## src/rtl/counter_pkg.sv

```systemverilog
// ============================================================================
// counter_pkg : shared constants for the up/down/load counter
// Revision    : 1.0
// ============================================================================
`default_nettype none

package counter_pkg;
  localparam int          c_default_width = 8;
  localparam int unsigned c_reset_value   = 0;
endpackage : counter_pkg

`default_nettype wire

```

## src/rtl/counter_next.sv

```systemverilog
// ============================================================================
// counter_next : combinational next-count logic (load > count > hold)
// Revision     : 1.0
// ============================================================================
`default_nettype none

module counter_next
  import counter_pkg::*;
#(
  parameter int WIDTH = c_default_width
) (
  input  logic [WIDTH-1:0] cur,
  input  logic [WIDTH-1:0] datain,
  input  logic             load,
  input  logic             counten,
  input  logic             inc,
  output logic [WIDTH-1:0] nxt
);

  localparam logic [WIDTH-1:0] c_one = WIDTH'(1);

  // Modular add/subtract gives the silent wrap at both ends.
  always_comb begin
    nxt = cur;
    if (load) begin
      nxt = datain;
    end else if (counten) begin
      nxt = inc ? (cur + c_one) : (cur - c_one);
    end
  end

endmodule : counter_next

`default_nettype wire

```

## src/rtl/counter.sv

```systemverilog
// ============================================================================
// counter : WIDTH-bit up/down counter with parallel load and sync clear
// Revision: 1.0
// ============================================================================
`default_nettype none

module counter
  import counter_pkg::*;
#(
  parameter int WIDTH = c_default_width
) (
  input  logic             clk,
  input  logic             clear,
  output logic [WIDTH-1:0] out,
  input  logic [WIDTH-1:0] datain,
  input  logic             inc,
  input  logic             load,
  input  logic             counten
);

  logic [WIDTH-1:0] r_count;
  logic [WIDTH-1:0] w_nxt;

  counter_next #(
    .WIDTH (WIDTH)
  ) u_next (
    .cur     (r_count),
    .datain  (datain),
    .load    (load),
    .counten (counten),
    .inc     (inc),
    .nxt     (w_nxt)
  );

  // Clear has top priority and sits outside the next-state block.
  always_ff @(posedge clk) begin
    if (clear) begin
      r_count <= WIDTH'(c_reset_value);
    end else begin
      r_count <= w_nxt;
    end
  end

  assign out = r_count;

endmodule : counter

`default_nettype wire

```

## config.mk

```make
export PLATFORM = sky130hd
export DESIGN_NAME = counter
export DESIGN_NICKNAME = d
export VERILOG_FILES = /design/src/rtl/counter_pkg.sv /design/src/rtl/counter_next.sv /design/src/rtl/counter.sv
export SDC_FILE = /design/constraint.sdc
export NUM_CORES = 1
export LEC_CHECK = 0
export CORE_MARGIN = 1.5
export CORE_UTILIZATION = 45
export CTS_BUF_LIST = sky130_fd_sc_hd__clkbuf_16
export DETAILED_ROUTE_END_ITERATION = 8
export GPL_TIMING_DRIVEN = 0
export PLACE_DENSITY = 0.77
export SYNTH_ARGS = -nofsm -noshare
export SYNTH_HDL_FRONTEND = slang
export SYNTH_SLANG_ARGS = --single-unit
```

## constraint.sdc

```tcl
create_clock -name clk -period 2.75 [get_ports clk]
set_input_delay 0.275 -clock clk [delete_from_list [all_inputs] [get_ports clk]]
set_output_delay 0.275 -clock clk [all_outputs]
set_load 0.01 [all_outputs]
```

# Word-level counts from Yosys, hierarchy flattened
# Cells that the tools add are included.
[totals]
ff_bits = 8
inputBits = 13
output_inout_bits = 8
wordCells = 7
[classes]
n_addsub = 2
muxes = 3
reduce_logical = 1
[ops]
columns = ["operator", "count"]
rows = [
  ["8-bit two-way mux", 3],
  ["8-bit by 1-bit adder with 8-bit output, second input constant", 1],
  ["8-bit by 1-bit subtractor with 8-bit output, second input constant", 1],
  ["2-bit nonzero test", 1],
]

# Longest topological paths before layout
# Gate-level depths: netlist of run 1.
[depth]
depth_word = 4
depth_mapped = 6

# Hierarchy
# From an unflattened synthesis of run 1, not the netlist that was laid out.
[unflattened]
hier_cells = 83
hier_area_um2 = 688.2
[modules_own_cells]
columns = ["mod", "n_inst", "cells_per_inst", "area_per_inst_um2"]
rows = [
  ["counter_next", 1, 67, 478.0],
  ["counter", 1, 16, 210.2],
]

# Least setup slack after synthesis of run 1
# OpenSTA, ideal clock, no wires.
[synth_path]
kind = "input-to-reg"
start = "input port inc"
end = "register r_count[7], in the netlist out[7]"
setup_ns = 0.079
arrival_ns = 1.632
required_ns = 2.671
setup_slack_ns = 1.039
path_stages = 6
cell_sequence = "inv_1 > ha_1 > a211o_1 > a41oi_1 > mux2_2 > o211ai_1"
[synth_via]
elab_chain_len = 3
[synth_rtl]
columns = ["element", "line_no", "rtl"]
rows = [
  ["start, declared", "counter.sv:16", "input logic inc,"],
  ["8-bit two-way mux", "counter_next.sv:28", "nxt = inc ? (cur + c_one) : (cur - c_one);"],
  ["8-bit two-way mux", "counter_next.sv:27", "end else if (counten) begin"],
  ["8-bit two-way mux", "counter_next.sv:25", "if (load) begin"],
  ["end signal, assigned", "counter.sv:38", "r_count <= WIDTH'(c_reset_value);"],
  ["end signal, assigned", "counter.sv:40", "r_count <= w_nxt;"],
  ["end, declared", "counter.sv:21", "logic [WIDTH-1:0] r_count;"],
]
# No other way between the ends. The select of a mux whose other input is x is not followed.
# A chain may end at the register's enable or synchronous reset.

# Worst setup path after layout of run 1
# Same ends and word-level chain as after synthesis.

==> impl_metrics.toml, run 1 <==
[outcome]
outcome = "completed"

[routing]
detail_route.vias_per_cell = 6.06
drtAntennaViolNets = 0
wire_per_inst_um = 15.1
wl_mm = 1.84
drt-pass1-iter-count = 4
drt_iter0_drc = 20
drcViolationCount = 0
via_count = 739

[clocking]
cts_buffer_depth = 2
worstSkewPairLatency_ps = 240
cts_setup_buffers = 0
cts_tree = "yes"
postCtsResizedCells = 0
cts-hold-fix-buffers = 0
cts-root-buf = "clkbuf_16"
cts_sinks = 8
numCtsBuffers = 3
htreeDepth = 1
clk_pin_slew_worst_paths_ps = 40

[sta]
relSlewSlack = 0.667
skew_ps = 2.37
worst_pin_slew_ps = 500
finalSetupViolations = 0
rsz0062_at_grt = "false"
fin_setup_tns_ps = 0
timing.hold.ws_ps = 307
slew_viol_final = 0
fin_crit_ps = 2130
finalHoldViolations = 0
finalCritPeriodShare = 0.775
max_freq_mhz = 469

[grt]
grt_pass1_wl_mm = 3.20
grt_util_all_layers = 0.234
grt_pass1_vias = 742
antenna_found_initial = 0
grt_max_degree = 11
grt-ovfl-total = 0

[setup_path]
arrival_ps = 2280
criticalPathCategory = "primary input to register"
r2r-start = "out[1]$_SDFFE_PP0P_"
worst_setup_path_start_kind = "primary input"
end_kind = "register"
critical_path_required_ps = 2900
crit_fanout = 7
worstReg2RegEnd = "out[7]$_SDFFE_PP0P_"
worst_r2r_path_depth = 5
critPathLaunch = "inc"
regToRegSetupSlack_ps = 970

[synth]
synth_cell_types = 35
synth-main-ff-cell = "dfxtp_1"
async_flop_share = 0
synthTopCellsByCount = "a21oi_1, dfxtp_1, nor2_1, ha_1, nor3b_1"
postSynthCellCount = 85
synth_top_area_frac = 0.224
synth_edf_count = 0
synth_area_leader_cell = "dfxtp_1"
ys_seq_elements = 8
synth_area_per_cell_um2 = 8.41
yosysMostFrequentCell = "a21oi_1"
yosys_warnings = 0
synth_nets = 105
yosysSeqAreaShare = 0.224
syn_area_um2 = 714
synth_area_leaders = "dfxtp_1, a21oi_1, ha_1"

[power]
max-vdd-ir-drop_v = 0.000326
power_density_nw_per_um2 = 554
p_leak_nw = 0.381

[min_path]
hold_path_depth = 2
hp-start = "clear"
whs_endpoint = "out[0]$_SDFFE_PP0P_"
hp-class = "primary input to register"

[layout]
largest_reg_flops = 8
final_util = 0.665
drive_above_1_share = 0.0943
diodes = 0
fillers = 125
fin_area_um2 = 990
area_delta_synth_final_pct = 38.5
stdcell_count = 122
nNetsFinal = 128

[placement]
gp_congestion = 0.893
hpwl_mm = 1.27
io_buffers = 18
place_area_um2 = 915
placedCellCount = 119

[floorplan]
design.core.area_um2 = 1490
die_h_um = 42.8
rows = 14
num_io_pins = 21
die-width_um = 42.8
initial_core_util = 0.480
die_area_um2 = 1840

[job]
maxCapViolCount = 0
power breakdown:
| part | switching (mW) | total, mW | internal [mW] |
|---|---|---|---|
| clock network | 0.0626 | 0.251 | 0.188 |
| logic | 0.0766 | 0.160 | 0.0831 |
| registers | 0.0102 | 0.138 | 0.128 |
| total | 0.149 | 0.549 | 0.399 |
layout make-up:
type                            instances  area (um^2)  area share
Tap cell                               16         20.0      0.0202
Buffer                                  4         26.3      0.0265
Inverter                                1         3.75     0.00379
Timing Repair Buffer                   18          180       0.182
Sequential cell                         8          160       0.162
Multi-Input combinational cell         72          524       0.530
Clock buffer                            3         75.1      0.0759
worst max-delay path by stage:
stage / slack [ps] / end / cells after the start
after floorplan: 1040 / out[7]$_SDFFE_PP0P_ / 6
after CTS: 620 / out[7]$_SDFFE_PP0P_ / 7
after detailed placement: 380 / out[7]$_SDFFE_PP0P_ / 7
after global routing: 480 / out[5]$_SDFFE_PP0P_ / 7
after global placement: 420 / out[7]$_SDFFE_PP0P_ / 7
final: 620 / out[7]$_SDFFE_PP0P_ / 7
logic make-up after synthesis:
group	share of synthesized area
AOI/OAI and AO/OA	0.266
xor gates and xnor gates	0.0368
DFF	0.224
adders and majority gates	0.133
and+or+nand+nor	0.268
buffers and inverters	0.0420
muxes	0.0298
cell usage in the layout, fill, tap and decap left out, types with 3 or more instances in the layout:
| cell type | synthesis | layout |
|---|---|---|
| clkdlybuf4s50_1 | 0 | 18 |
| a21oi_1 | 15 | 15 |
| nor2_1 | 8 | 8 |
| dfxtp_1 | 8 | 8 |
| ha_1 | 6 | 6 |
| nor3b_1 | 5 | 5 |
| o21a_1 | 4 | 4 |
| xnor2_1 | 3 | 3 |
| clkbuf_16 | 0 | 3 |
through the flow:
stage	worst slack (ps)	power, mW
2_1_floorplan	1040	0.240
3_3_place_gp	419	0.291
3_5_place_dp	382	0.296
4_1_cts	619	0.547
5_1_grt	484	0.571
6_report	619	0.549
layer usage:
metal	track usage	part of all wire
met1	0.263	0.44
met2	0.412	0.50
met3	0.0383	0.037
met4	0.131	0.022
met5	0	0
worst max-delay path: stages:
cell	delay (ps)
clkdlybuf4s50_1	430
inv_1	240
ha_1	290
a211o_1	340
a41oi_1	260
mux2_2	360
o211ai_1	90
No activity file was read; power rests on OpenSTA's default activity.
==> inputs of run 2 (changes only) <==
--- a/config.mk
+++ b/config.mk
@@ -5,12 +5,13 @@
 export SDC_FILE = /design/constraint.sdc
 export NUM_CORES = 1
 export LEC_CHECK = 0
+export CORE_ASPECT_RATIO = 0.75
 export CORE_MARGIN = 1.5
-export CORE_UTILIZATION = 45
+export CORE_UTILIZATION = 41
 export CTS_BUF_LIST = sky130_fd_sc_hd__clkbuf_16
 export DETAILED_ROUTE_END_ITERATION = 8
 export GPL_TIMING_DRIVEN = 0
-export PLACE_DENSITY = 0.77
+export PLACE_DENSITY = 0.74
 export SYNTH_ARGS = -nofsm -noshare
 export SYNTH_HDL_FRONTEND = slang
 export SYNTH_SLANG_ARGS = --single-unit
==> constraint.sdc (replaced) <==
create_clock -name clk -period 1.8 [get_ports clk]
set_input_delay 0.18 -clock clk [delete_from_list [all_inputs] [get_ports clk]]
set_output_delay 0.18 -clock clk [all_outputs]
set_load 0.01 [all_outputs]
==> impl_metrics.toml, run 2 (synthesized netlist as in run 1, its figures left out) <==
[grt]
grt-ovfl-total = 0
grt_pass1_wl_mm = 3.12
grt_util_all_layers = 0.226
grt_pass1_vias = 694
antenna_found_initial = 0
grt_max_degree = 11

[layout]
fillers = 142
diodes = 0
largest_reg_flops = 8
multi_input_area_um2 = 548
fin_area_um2 = 1040
drive_above_1_share = 0.157
area_delta_synth_final_pct = 45.2
register_area_um2 = 161
nNetsFinal = 130
mostFrequentLayoutCells = "clkdlybuf4s50_1, a21oi_1, nor2_1"
mostFrequentLayoutCell = "clkdlybuf4s50_1"

[sta]
fin_crit_ps = 1670
timing.hold.ws_ps = 202
finalHoldViolations = 0
skew_ps = 0.277
rsz0062_at_grt = "false"
slew_viol_final = 0
finalSetupViolations = 0
max_freq_mhz = 598
worst_slack_ps = 128
worst_pin_slew_ps = 511
finalCritPeriodShare = 0.929
relSlewSlack = 0.659

[clocking]
htreeDepth = 1
cts_buffer_depth = 2
cts-hold-fix-buffers = 0
cts-root-buf = "clkbuf_16"
cts_tree = "yes"
cts_sinks = 8
worstSkewPairLatency_ps = 230
numCtsBuffers = 3
clk_pin_slew_worst_paths_ps = 40

[routing]
detail_route.vias_per_cell = 5.60
drcViolationCount = 0
drt-pass1-iter-count = 4
wire_per_inst_um = 15.2
wl_mm = 1.96
via_count = 723
drt_iter0_drc = 23
drtAntennaViolNets = 0

[setup_path]
criticalPathCategory = "register to register"
end_kind = "register"
crit_fanout = 4
arrival_ps = 1780
worst_setup_path_start_kind = "register"
critical_path_required_ps = 1910

[min_path]
hp-class = "primary input to register"

[placement]
place_ws_ps = -490
io_buffers = 18
place_area_um2 = 921
gp_congestion = 0.799
hpwl_mm = 1.31

[power]
finalPower_uw = 861
max-vdd-ir-drop_v = 0.000789
p_leak_nw = 0.393
power_density_nw_per_um2 = 830

[floorplan]
design.core.area_um2 = 1560
die_h_um = 39.2
die_area_um2 = 2000
die-width_um = 51.2
num_io_pins = 21
initial_core_util = 0.458
rows = 12

[outcome]
outcome = "completed"

[job]
maxCapViolCount = 0
run 2: worst paths after layout:
kind | from | endpoint | slack (ps) | cells past startpoint
setup reg to reg | out[1]$_SDFFE_PP0P_ | out[5]$_SDFFE_PP0P_ | 130 | 5
setup / recovery | out[1]$_SDFFE_PP0P_ | out[5]$_SDFFE_PP0P_ | 130 | 5
hold / removal | clear | out[4]$_SDFFE_PP0P_ | 200 | 2
hold reg to reg | out[3]$_SDFFE_PP0P_ | out[3]$_SDFFE_PP0P_ | 690 | 3
run 2: through the flow:
stage / utilization / TNS (ps) / std cells
2_1_floorplan: - / 0 / 85
3_3_place_gp: 0.590 / -1640 / 124
3_5_place_dp: 0.590 / -1710 / 124
4_1_cts: 0.663 / 0 / 129
5_1_grt: 0.664 / 0 / 129
6_report: 0.664 / 0 / 129
run 2: layout make-up:
class	instances	share of cell area
Clock buffer	3	0.0724
Buffer	4	0.0253
Sequential cell	8	0.156
Multi-Input combinational cell	72	0.528
Inverter	1	0.00603
Timing Repair Buffer	20	0.187
Tap cell	21	0.0253
run 2: worst max-delay path: stages (launching register included):
cell	delay, ps
dfxtp_2	340
ha_1	310
a211o_1	320
a21oi_2	150
nor4b_1	60
or3_1	370
run 2: routing by layer:
| layer | GRT usage | part of all wire | wire, um |
|---|---|---|---|
| met1 | 0.248 | 0.46 | 898 |
| met4 | 0.0811 | 0.0056 | 11 |
| met3 | 0.0736 | 0.061 | 119 |
| met5 | 0 | 0 | 0 |
| met2 | 0.412 | 0.48 | 933 |
run 2: report_power, final:
group,switching (mW),internal [mW],total [mW]
sequential,0.0169,0.196,0.213
clock,0.0957,0.287,0.383
combinational,0.126,0.140,0.265
total,0.238,0.623,0.861
run 2: repair_timing:
item / in CTS / in global routing
pin swaps: 2 / 0
setup buffers: 2 / 0
gates resized for setup: 6 / 1
endpoints found under the hold margin: 0 / 0
endpoints found under the setup margin: 3 / 2
